$ cat config.mk
export PLATFORM = sky130hd
export DESIGN_NAME = sync_frame_tx
export DESIGN_NICKNAME = d
export VERILOG_FILES = /design/src/rtl/sync_frame_tx.sv
export SDC_FILE = /design/constraint.sdc
export NUM_CORES = 1
export LEC_CHECK = 0
export CORE_ASPECT_RATIO = 1.25
export CORE_UTILIZATION = 35
export DETAILED_ROUTE_END_ITERATION = 8
export GPL_TIMING_DRIVEN = 0
export PLACE_DENSITY_LB_ADDON = 0.3
export RECOVER_POWER = 25
export SLEW_MARGIN = 10
export SYNTH_ARGS = -nofsm -noshare
export SYNTH_HDL_FRONTEND = slang
export SYNTH_SLANG_ARGS = --single-unit
$ cat constraint.sdc
create_clock -name sys_clk -period 3.35 [get_ports sys_clk]
set_input_delay 0.67 -clock sys_clk [delete_from_list [all_inputs] [get_ports sys_clk]]
set_output_delay 0.67 -clock sys_clk [all_outputs]
set_load 0.03 [all_outputs]
$ cat src/rtl/sync_frame_tx.sv
// sync_frame_tx: 1101 sync-word serial transmitter with 0-bit stuffing.
// Define SYNC_FRAME_TX_PARITY_EN to append a stuffed even-parity bit.
module sync_frame_tx #(
    parameter int DATA_W  = 8,
    parameter int GAP_LEN = 2
) (
    input  logic              sys_clk,
    input  logic              sys_rst_n,
    input  logic              tx_valid,
    input  logic [DATA_W-1:0] tx_data,
    output logic              tx_ready,
    output logic              out,
    output logic              busy,
    output logic              frame_done
);

    localparam int CW = $clog2(DATA_W + 1);
    localparam int GW = $clog2(GAP_LEN + 1);
    localparam logic [CW-1:0] LAST_BIT = CW'(DATA_W - 1);
    localparam logic [CW-1:0] ALL_BITS = CW'(DATA_W);
    localparam logic [GW-1:0] LAST_GAP = GW'(GAP_LEN - 1);

`ifdef SYNC_FRAME_TX_PARITY_EN
    typedef enum logic [2:0] {
        IDLE, SYNC, DATA, STUFF, GAP, PARITY
    } state_t;
`else
    typedef enum logic [2:0] {
        IDLE, SYNC, DATA, STUFF, GAP
    } state_t;
`endif

    // state names the source of the next bit to drive
    state_t            state;
    logic [DATA_W-1:0] shreg;
    logic [2:0]        hist;
    logic [CW-1:0]     bit_cnt;
    logic [1:0]        sync_cnt;
    logic [GW-1:0]     gap_cnt;
    logic              data_bit;
    logic              sync_bit;
    logic              stuff_data;

`ifdef SYNC_FRAME_TX_PARITY_EN
    logic parity;
    logic par_sent;
    logic stuff_par;
    assign stuff_par = (hist[1:0] == 2'b11) && !parity;
`endif

    assign data_bit   = shreg[DATA_W-1];
    assign sync_bit   = (sync_cnt != 2'd1);
    assign stuff_data = (hist[1:0] == 2'b11) && !data_bit;

    always_ff @(posedge sys_clk or negedge sys_rst_n) begin
        if (!sys_rst_n) begin
            state      <= IDLE;
            out        <= 1'b0;
            busy       <= 1'b0;
            frame_done <= 1'b0;
            tx_ready   <= 1'b0;
            shreg      <= '0;
            hist       <= 3'b000;
            bit_cnt    <= '0;
            sync_cnt   <= '0;
            gap_cnt    <= '0;
`ifdef SYNC_FRAME_TX_PARITY_EN
            parity     <= 1'b0;
            par_sent   <= 1'b0;
`endif
        end else begin
            frame_done <= 1'b0;
            case (state)
                IDLE: begin
                    out  <= 1'b0;
                    busy <= 1'b0;
                    if (tx_valid && tx_ready) begin
                        shreg    <= tx_data;
                        bit_cnt  <= '0;
                        sync_cnt <= '0;
                        gap_cnt  <= '0;
                        out      <= 1'b1;
                        hist     <= {hist[1:0], 1'b1};
                        busy     <= 1'b1;
                        tx_ready <= 1'b0;
                        state    <= SYNC;
`ifdef SYNC_FRAME_TX_PARITY_EN
                        parity   <= ^tx_data;
                        par_sent <= 1'b0;
`endif
                    end else begin
                        tx_ready <= 1'b1;
                    end
                end
                SYNC: begin
                    out      <= sync_bit;
                    hist     <= {hist[1:0], sync_bit};
                    sync_cnt <= sync_cnt + 2'd1;
                    if (sync_cnt == 2'd2)
                        state <= DATA;
                end
                DATA: begin
                    out     <= data_bit;
                    hist    <= {hist[1:0], data_bit};
                    shreg   <= shreg << 1;
                    bit_cnt <= bit_cnt + 1'b1;
                    if (stuff_data)
                        state <= STUFF;
                    else if (bit_cnt == LAST_BIT)
`ifdef SYNC_FRAME_TX_PARITY_EN
                        state <= PARITY;
`else
                        state <= GAP;
`endif
                end
                STUFF: begin
                    out  <= 1'b0;
                    hist <= {hist[1:0], 1'b0};
                    if (bit_cnt != ALL_BITS)
                        state <= DATA;
`ifdef SYNC_FRAME_TX_PARITY_EN
                    else if (!par_sent)
                        state <= PARITY;
`endif
                    else
                        state <= GAP;
                end
`ifdef SYNC_FRAME_TX_PARITY_EN
                PARITY: begin
                    out      <= parity;
                    hist     <= {hist[1:0], parity};
                    par_sent <= 1'b1;
                    state    <= stuff_par ? STUFF : GAP;
                end
`endif
                GAP: begin
                    out  <= 1'b0;
                    hist <= {hist[1:0], 1'b0};
                    if (gap_cnt == LAST_GAP) begin
                        frame_done <= 1'b1;
                        state      <= IDLE;
                    end else begin
                        gap_cnt <= gap_cnt + 1'b1;
                    end
                end
                default: state <= IDLE;
            endcase
        end
    end

endmodule

# After elaboration in Yosys (flattened, before gate mapping)
# Index checks and enable logic that the tools add are counted.
[classes] add_sub_neg=3 multipliers=0 div_mod_pow=0 magnitude_cmp=0 eq_ne=15 n_shift=0 mux=22 bitwise=0 n_reduce_logical=14
[ops] op="3-bit 2-to-1 mux" n=6
[ops] op="8-bit case mux with 2 select lines" n=1
[ops] op="3-bit case mux with 5 select lines" n=1
[ops] op="8-bit 2-to-1 mux" n=1
[ops] op="2-bit != test (second input constant)" n=4
[ops] op="2-bit case mux with 2 select lines" n=2
[ops] op="2-bit case mux with 4 select lines" n=1
[ops] op="4-bit case mux with 2 select lines" n=1
[ops] op="3-bit by 2-bit equality test with 1-bit output (second input constant)" n=2
[ops] op="2-bit 2-to-1 mux" n=3
[ops] op="2-bit AND reduction" n=3
[ops] op="2-bit nonzero test" n=3
[ops] op="2-bit by 1-bit adder with 2-bit output (second input constant)" n=2
[ops] op="4-bit by 1-bit adder with 4-bit output (second input constant)" n=1
[ops] op="2-bit equality test (second input constant)" n=2
[ops] op="4-bit by 3-bit equality test with 1-bit output (second input constant)" n=1
[ops] op="1-bit 2-to-1 mux" n=4
[ops] op="4-bit 2-to-1 mux" n=1
[ops] op="4-bit != test (second input constant)" n=1
[ops] op="1-bit case mux with 4 select lines" n=1
[ops] op="4-bit AND reduction" n=1
[ops] op="4-bit nonzero test" n=1
[ops] op="3-bit by 1-bit equality test with 1-bit output (second input constant)" n=1
[ops] op="3-bit equality test (second input constant)" n=1
[ops] op="other kinds (8)" n=9
[totals] register_bits=25 latchBits=0 ram_bits=0 mem_bits_ro=0 in_bits=11 output_inout_bits=4 elab_cells=64 memories=0

# Depth between registers and ports, before layout
# Gate-level depths: netlist of run 1.
[logic_depth] depth_word=4 ltp_mapped=5 depth_no_buf=5

# Worst setup path after synthesis of run 1
# Ideal clock, no wire load.
[synth_path] path_kind="reg-to-reg" startpoint="register gap_cnt[0]" endpoint="register gap_cnt[1]" setup_time_ns=0.129 t_arrival_ns=1.411 t_required_ns=3.221 setup_slack_ns=1.809 stages_incl_launch_ff=5 n_path_buf=0 synth_period_minus_slack_ns=1.541 path_cell_list="dfrtp_1 > ha_1 > or4b_2 > o21ai_1 > o22ai_1"
[synth_via] elab_chain_len=3 word_cells_on_any_way=6 classes_between="1 x add/sub; 2 x eq/ne; 2 x mux; 1 x reduce/logical"
[synth_lines] element="from (decl)" line_no="39" text="logic [GW-1:0] gap_cnt;"
[synth_lines] element="from (signal assigned)" line_no="143" text="gap_cnt <= gap_cnt + 1'b1;"
[synth_lines] element="2-bit by 1-bit adder with 2-bit output or 2-bit by 1-bit equality test with 1-bit output (tied branches)" line_no="143, 139"
[synth_lines] element="2-bit 2-to-1 mux or 2-bit != test (tied branches)"
[synth_lines] element="2-bit case mux with 2 select lines or 3-bit AND reduction (tied branches)"
# Several ways; a longest one is shown, not always the timed one. The select of a mux whose other input is x is not followed.
# A chain may end at the register's enable or synchronous reset.

# Worst setup path in the final report of run 1
[layout_path] startpoint="register tx_ready" endpoint="output port tx_ready"
[layout_lines] element="from (decl)" line_no="11" text="output logic tx_ready,"
[layout_lines] element="from (signal assigned)" line_no="61" text="tx_ready <= 1'b0;"
[layout_lines] element="from (signal assigned)" line_no="85" text="tx_ready <= 1'b0;"
[layout_lines] element="from (signal assigned)" line_no="92" text="tx_ready <= 1'b1;"
# No word-level cell between the ends.

==> impl_metrics.json, run 1 <==
{
  "die_y_um": 71.0,
  "drc_errors": 1,
  "design.die.area_um2": 4060,
  "synth_most_common_cell": "dfrtp_1",
  "synth_area_leaders": "dfrtp_1, o21ai_0, a21oi_1",
  "synth_flop_cell": "dfrtp_1",
  "fin_area_um2": 1560,
  "final_nets": 177,
  "grt_pass1_wl_um": 5230,
  "hold_path_depth": 1,
  "syn_avg_cell_area_um2": 9.38,
  "placed_area_um2": 1520,
  "r2r_slack_ns": 1.69,
  "hold_viol_final": 0,
  "min_period_over_period_pct": 64.4,
  "yosys.area.top_type_share_pct": 47.0,
  "ys_seq_elements": 25,
  "final_util_pct": 43.7,
  "cp_max_fo": 7,
  "cp.arrival_ns": 1.49,
  "slew_viol_final": 0,
  "async_flop_share_pct": 100,
  "hold_end": "gap_cnt[0]",
  "cp-start-kind": "flop",
  "yosysUniqueCellTypes": 39,
  "report.power.total_mw": 1.42,
  "critPathSlowestCell": "clkdlybuf4s50_1",
  "outcome": "finished, violations left",
  "slowest_delay_ns": 0.73,
  "cap_violations": 0,
  "finClkSkew_ns": 0.00373,
  "ys_warn_count": 0,
  "antenna_found_initial": 0,
  "cts.reportedPaths.clkPinSlew_ns": 0.09,
  "hold_path.class": "reg2reg",
  "antenna_left": 0,
  "place_hpwl_um": 2130,
  "worst_slew_margin_rel_pct": 7.42,
  "hold_start": "gap_cnt[0]",
  "grt_overflow": 0,
  "drtPass1Iterations": 6,
  "synth_nets": 158,
  "p_int_uw": 812,
  "drtIter0Drc": 58,
  "pin_count": 15,
  "p_per_area_nw_per_um2": 906,
  "gp_congestion": 0.835,
  "totalWireLength_um": 3010,
  "cts_resized": 0,
  "wl_per_cell_um": 15.1,
  "yosys-top-cells-count": "dfrtp_1, o21ai_0, a21oi_1",
  "area_growth_pct": 17.4,
  "cts_made_buffers": 3,
  "worst_slew_pin_slew_ns": 1.39,
  "track_usage_pct": 16.4,
  "fp.dieW_um": 57.2,
  "crit_path_end_kind": "output port",
  "numClockSinks": 25,
  "cts_root_buf": "clkbuf_8",
  "std_cell_rows": 24,
  "setup_viol": 0,
  "vias_per_cell": 5.67,
  "worstPathCellList": "clkdlybuf4s50_1",
  "drive_gt1_share_pct": 8.75,
  "grt_max_degree": 26,
  "violations": "DRC",
  "required_ns": 2.68,
  "worst_slack_ns": 1.19,
  "tritoncts": "yes",
  "rsz0062_at_grt": "false",
  "io_buffers": 14,
  "p_leak_nw": 0.645,
  "num_vias": 1129,
  "worstRegToRegCells": 5,
  "p_sw_share_pct": 42.7,
  "p_sw_uw": 604,
  "max_freq_ghz": 0.463,
  "core-area_um2": 3570,
  "pre_cts_ws_ns": 1.19,
  "cts_max_level": 1,
  "start_util_pct": 37.3,
  "clkPwrFrac_pct": 12.9,
  "seqPwrFrac_pct": 36.4,
  "power_frac_comb_pct": 50.7,
  "timing.setup.tns_ns": 0,
  "cts_setup_buffers": 0,
  "synth_top_cell_by_area": "dfrtp_1",
  "r2r-start": "state[1]",
  "cp_num_buf_inv": 1,
  "diodes": 0,
  "syn_area_um2": 1330,
  "path_class": "reg2out",
  "fin_crit_ns": 2.16,
  "yosysSeqAreaShare_pct": 47.0,
  "crit_family": "buffers and inverters",
  "r2r_end": "gap_cnt[1]",
  "first_global_vias": 1140,
  "synth_edf_count": 0,
  "irDropWorstVdd_uv": 411,
  "syn_inst": 142,
  "insertion_delay_ns": 0.27,
  "cts.hold.buffers_added": 0,
  "clk_path_buf_depth": 2
}
==> area by class of cell <==
class | instances | area [um2]
tap | 39 | 48.8
fill | 337 | 2010
clock inverter | 1 | 7.51
clock buffer | 3 | 41.3
buffer | 11 | 60.1
timing repair buffer | 14 | 134
inverter | 7 | 26.3
multi-input combinational | 99 | 619
sequential | 25 | 626
==> stage by stage <==
step / hold WS [ns] / instances
floorplan: 0.374 / 142
global placement: 0.466 / 195
detailed placement: 0.473 / 195
CTS: 0.494 / 199
global route: 0.502 / 199
finish: 0.489 / 199
==> placed cells by master (no fill, tap or decap), types with 2 or more instances in the layout <==
cell / count
dfrtp_1: 25
mux2i_1: 2
o22ai_1: 2
nor3b_1: 2
ha_1: 5
o211ai_1: 2
a21o_1: 2
a21oi_1: 14
a31oi_1: 7
clkbuf_8: 3
buf_2: 3
or3_1: 2
nand3b_1: 2
clkbuf_1: 7
buf_6: 2
inv_1: 7
clkdlybuf4s50_1: 13
nand2_1: 6
nand3_1: 4
o31ai_1: 2
nor3_1: 2
and2_1: 2
o21ai_0: 15
nor2_1: 11
==> routing by layer <==
layer | vias up | track usage, % | wire [um]
li1 | 543 | - | -
met1 | 549 | 20.1 | 1350
met2 | 30 | 27.8 | 1470
met3 | 7 | 2.74 | 125
met4 | 0 | 7.59 | 72
met5 | - | 0 | 0
==> power by group through the flow <==
| stage | Clock (mW) | Sequential (mW) | Combinational [mW] |
|---|---|---|---|
| after floorplan | 0 | 0.527 | 0.502 |
| after global placement | 0 | 0.511 | 0.685 |
| after detailed placement | 0 | 0.518 | 0.714 |
| after CTS | 0.196 | 0.513 | 0.718 |
| after global routing | 0.200 | 0.532 | 0.806 |
| final | 0.182 | 0.515 | 0.718 |
==> worst max path at each step <==
stage	from	end	slack (ns)	cells past startpoint
after detailed placement	tx_valid	bit_cnt[1]	1.19	5
after global routing	tx_ready	tx_ready	1.13	1
after CTS	tx_ready	tx_ready	1.18	1
after floorplan	gap_cnt[0]	gap_cnt[1]	1.81	4
after global placement	tx_valid	shreg[4]	1.22	5
final	tx_ready	tx_ready	1.19	1
==> cell families after synthesis <==
kind of cell | count (synthesis) | share of synthesized area [%]
multiplexers | 3 | 2.35
adder cells (fa/ha/maj) | 5 | 4.70
AO/OA/AOI/OAI | 49 | 21.5
flip-flops | 25 | 47.0
buffers and inverters | 18 | 6.48
AND/OR/NAND/NOR | 42 | 18.0
==> flip-flops by register name, indices dropped and copies added, names as in the netlist <==
signal      cells
shreg           8
bit_cnt         4
state           3
gap_cnt         2
hist            2
sync_cnt        2
busy            1
frame_done      1
out             1
tx_ready        1
No activity file was read; power rests on OpenSTA's default activity.
==> inputs of run 2 (changes only) <==
==> constraint.sdc (replaced) <==
create_clock -name sys_clk -period 2 [get_ports sys_clk]
set_input_delay 0.4 -clock sys_clk [delete_from_list [all_inputs] [get_ports sys_clk]]
set_output_delay 0.4 -clock sys_clk [all_outputs]
set_load 0.03 [all_outputs]
==> results of run 2 <==
The final DEF is identical to that of run 1. Status: finished, violations left: DRC.
Main changes from that run: setup slack after placement 1.19 ns -> 0.111 ns; setup slack after layout 1.19 ns -> 0.111 ns; hold slack 0.489 ns -> 0.431 ns; register-to-register setup slack 1.69 ns -> 0.34 ns; total power 1.42 mW -> 2.37 mW; worst IR drop on VDD 411 uV -> 688 uV
==> inputs of run 3 (changes only) <==
--- a/config.mk
+++ b/config.mk
@@ -5,6 +5,7 @@
 export SDC_FILE = /design/constraint.sdc
 export NUM_CORES = 1
 export LEC_CHECK = 0
+export ABC_CLOCK_PERIOD_IN_PS = 2000
 export CORE_ASPECT_RATIO = 1.25
 export CORE_UTILIZATION = 35
 export DETAILED_ROUTE_END_ITERATION = 8
==> results of run 3 <==
The final DEF is identical to that of run 1. Status: finished, violations left: DRC.
Main changes from that run: setup slack after placement 1.19 ns -> 0.111 ns; setup slack after layout 1.19 ns -> 0.111 ns; hold slack 0.489 ns -> 0.431 ns; register-to-register setup slack 1.69 ns -> 0.34 ns; total power 1.42 mW -> 2.37 mW; worst IR drop on VDD 411 uV -> 688 uV
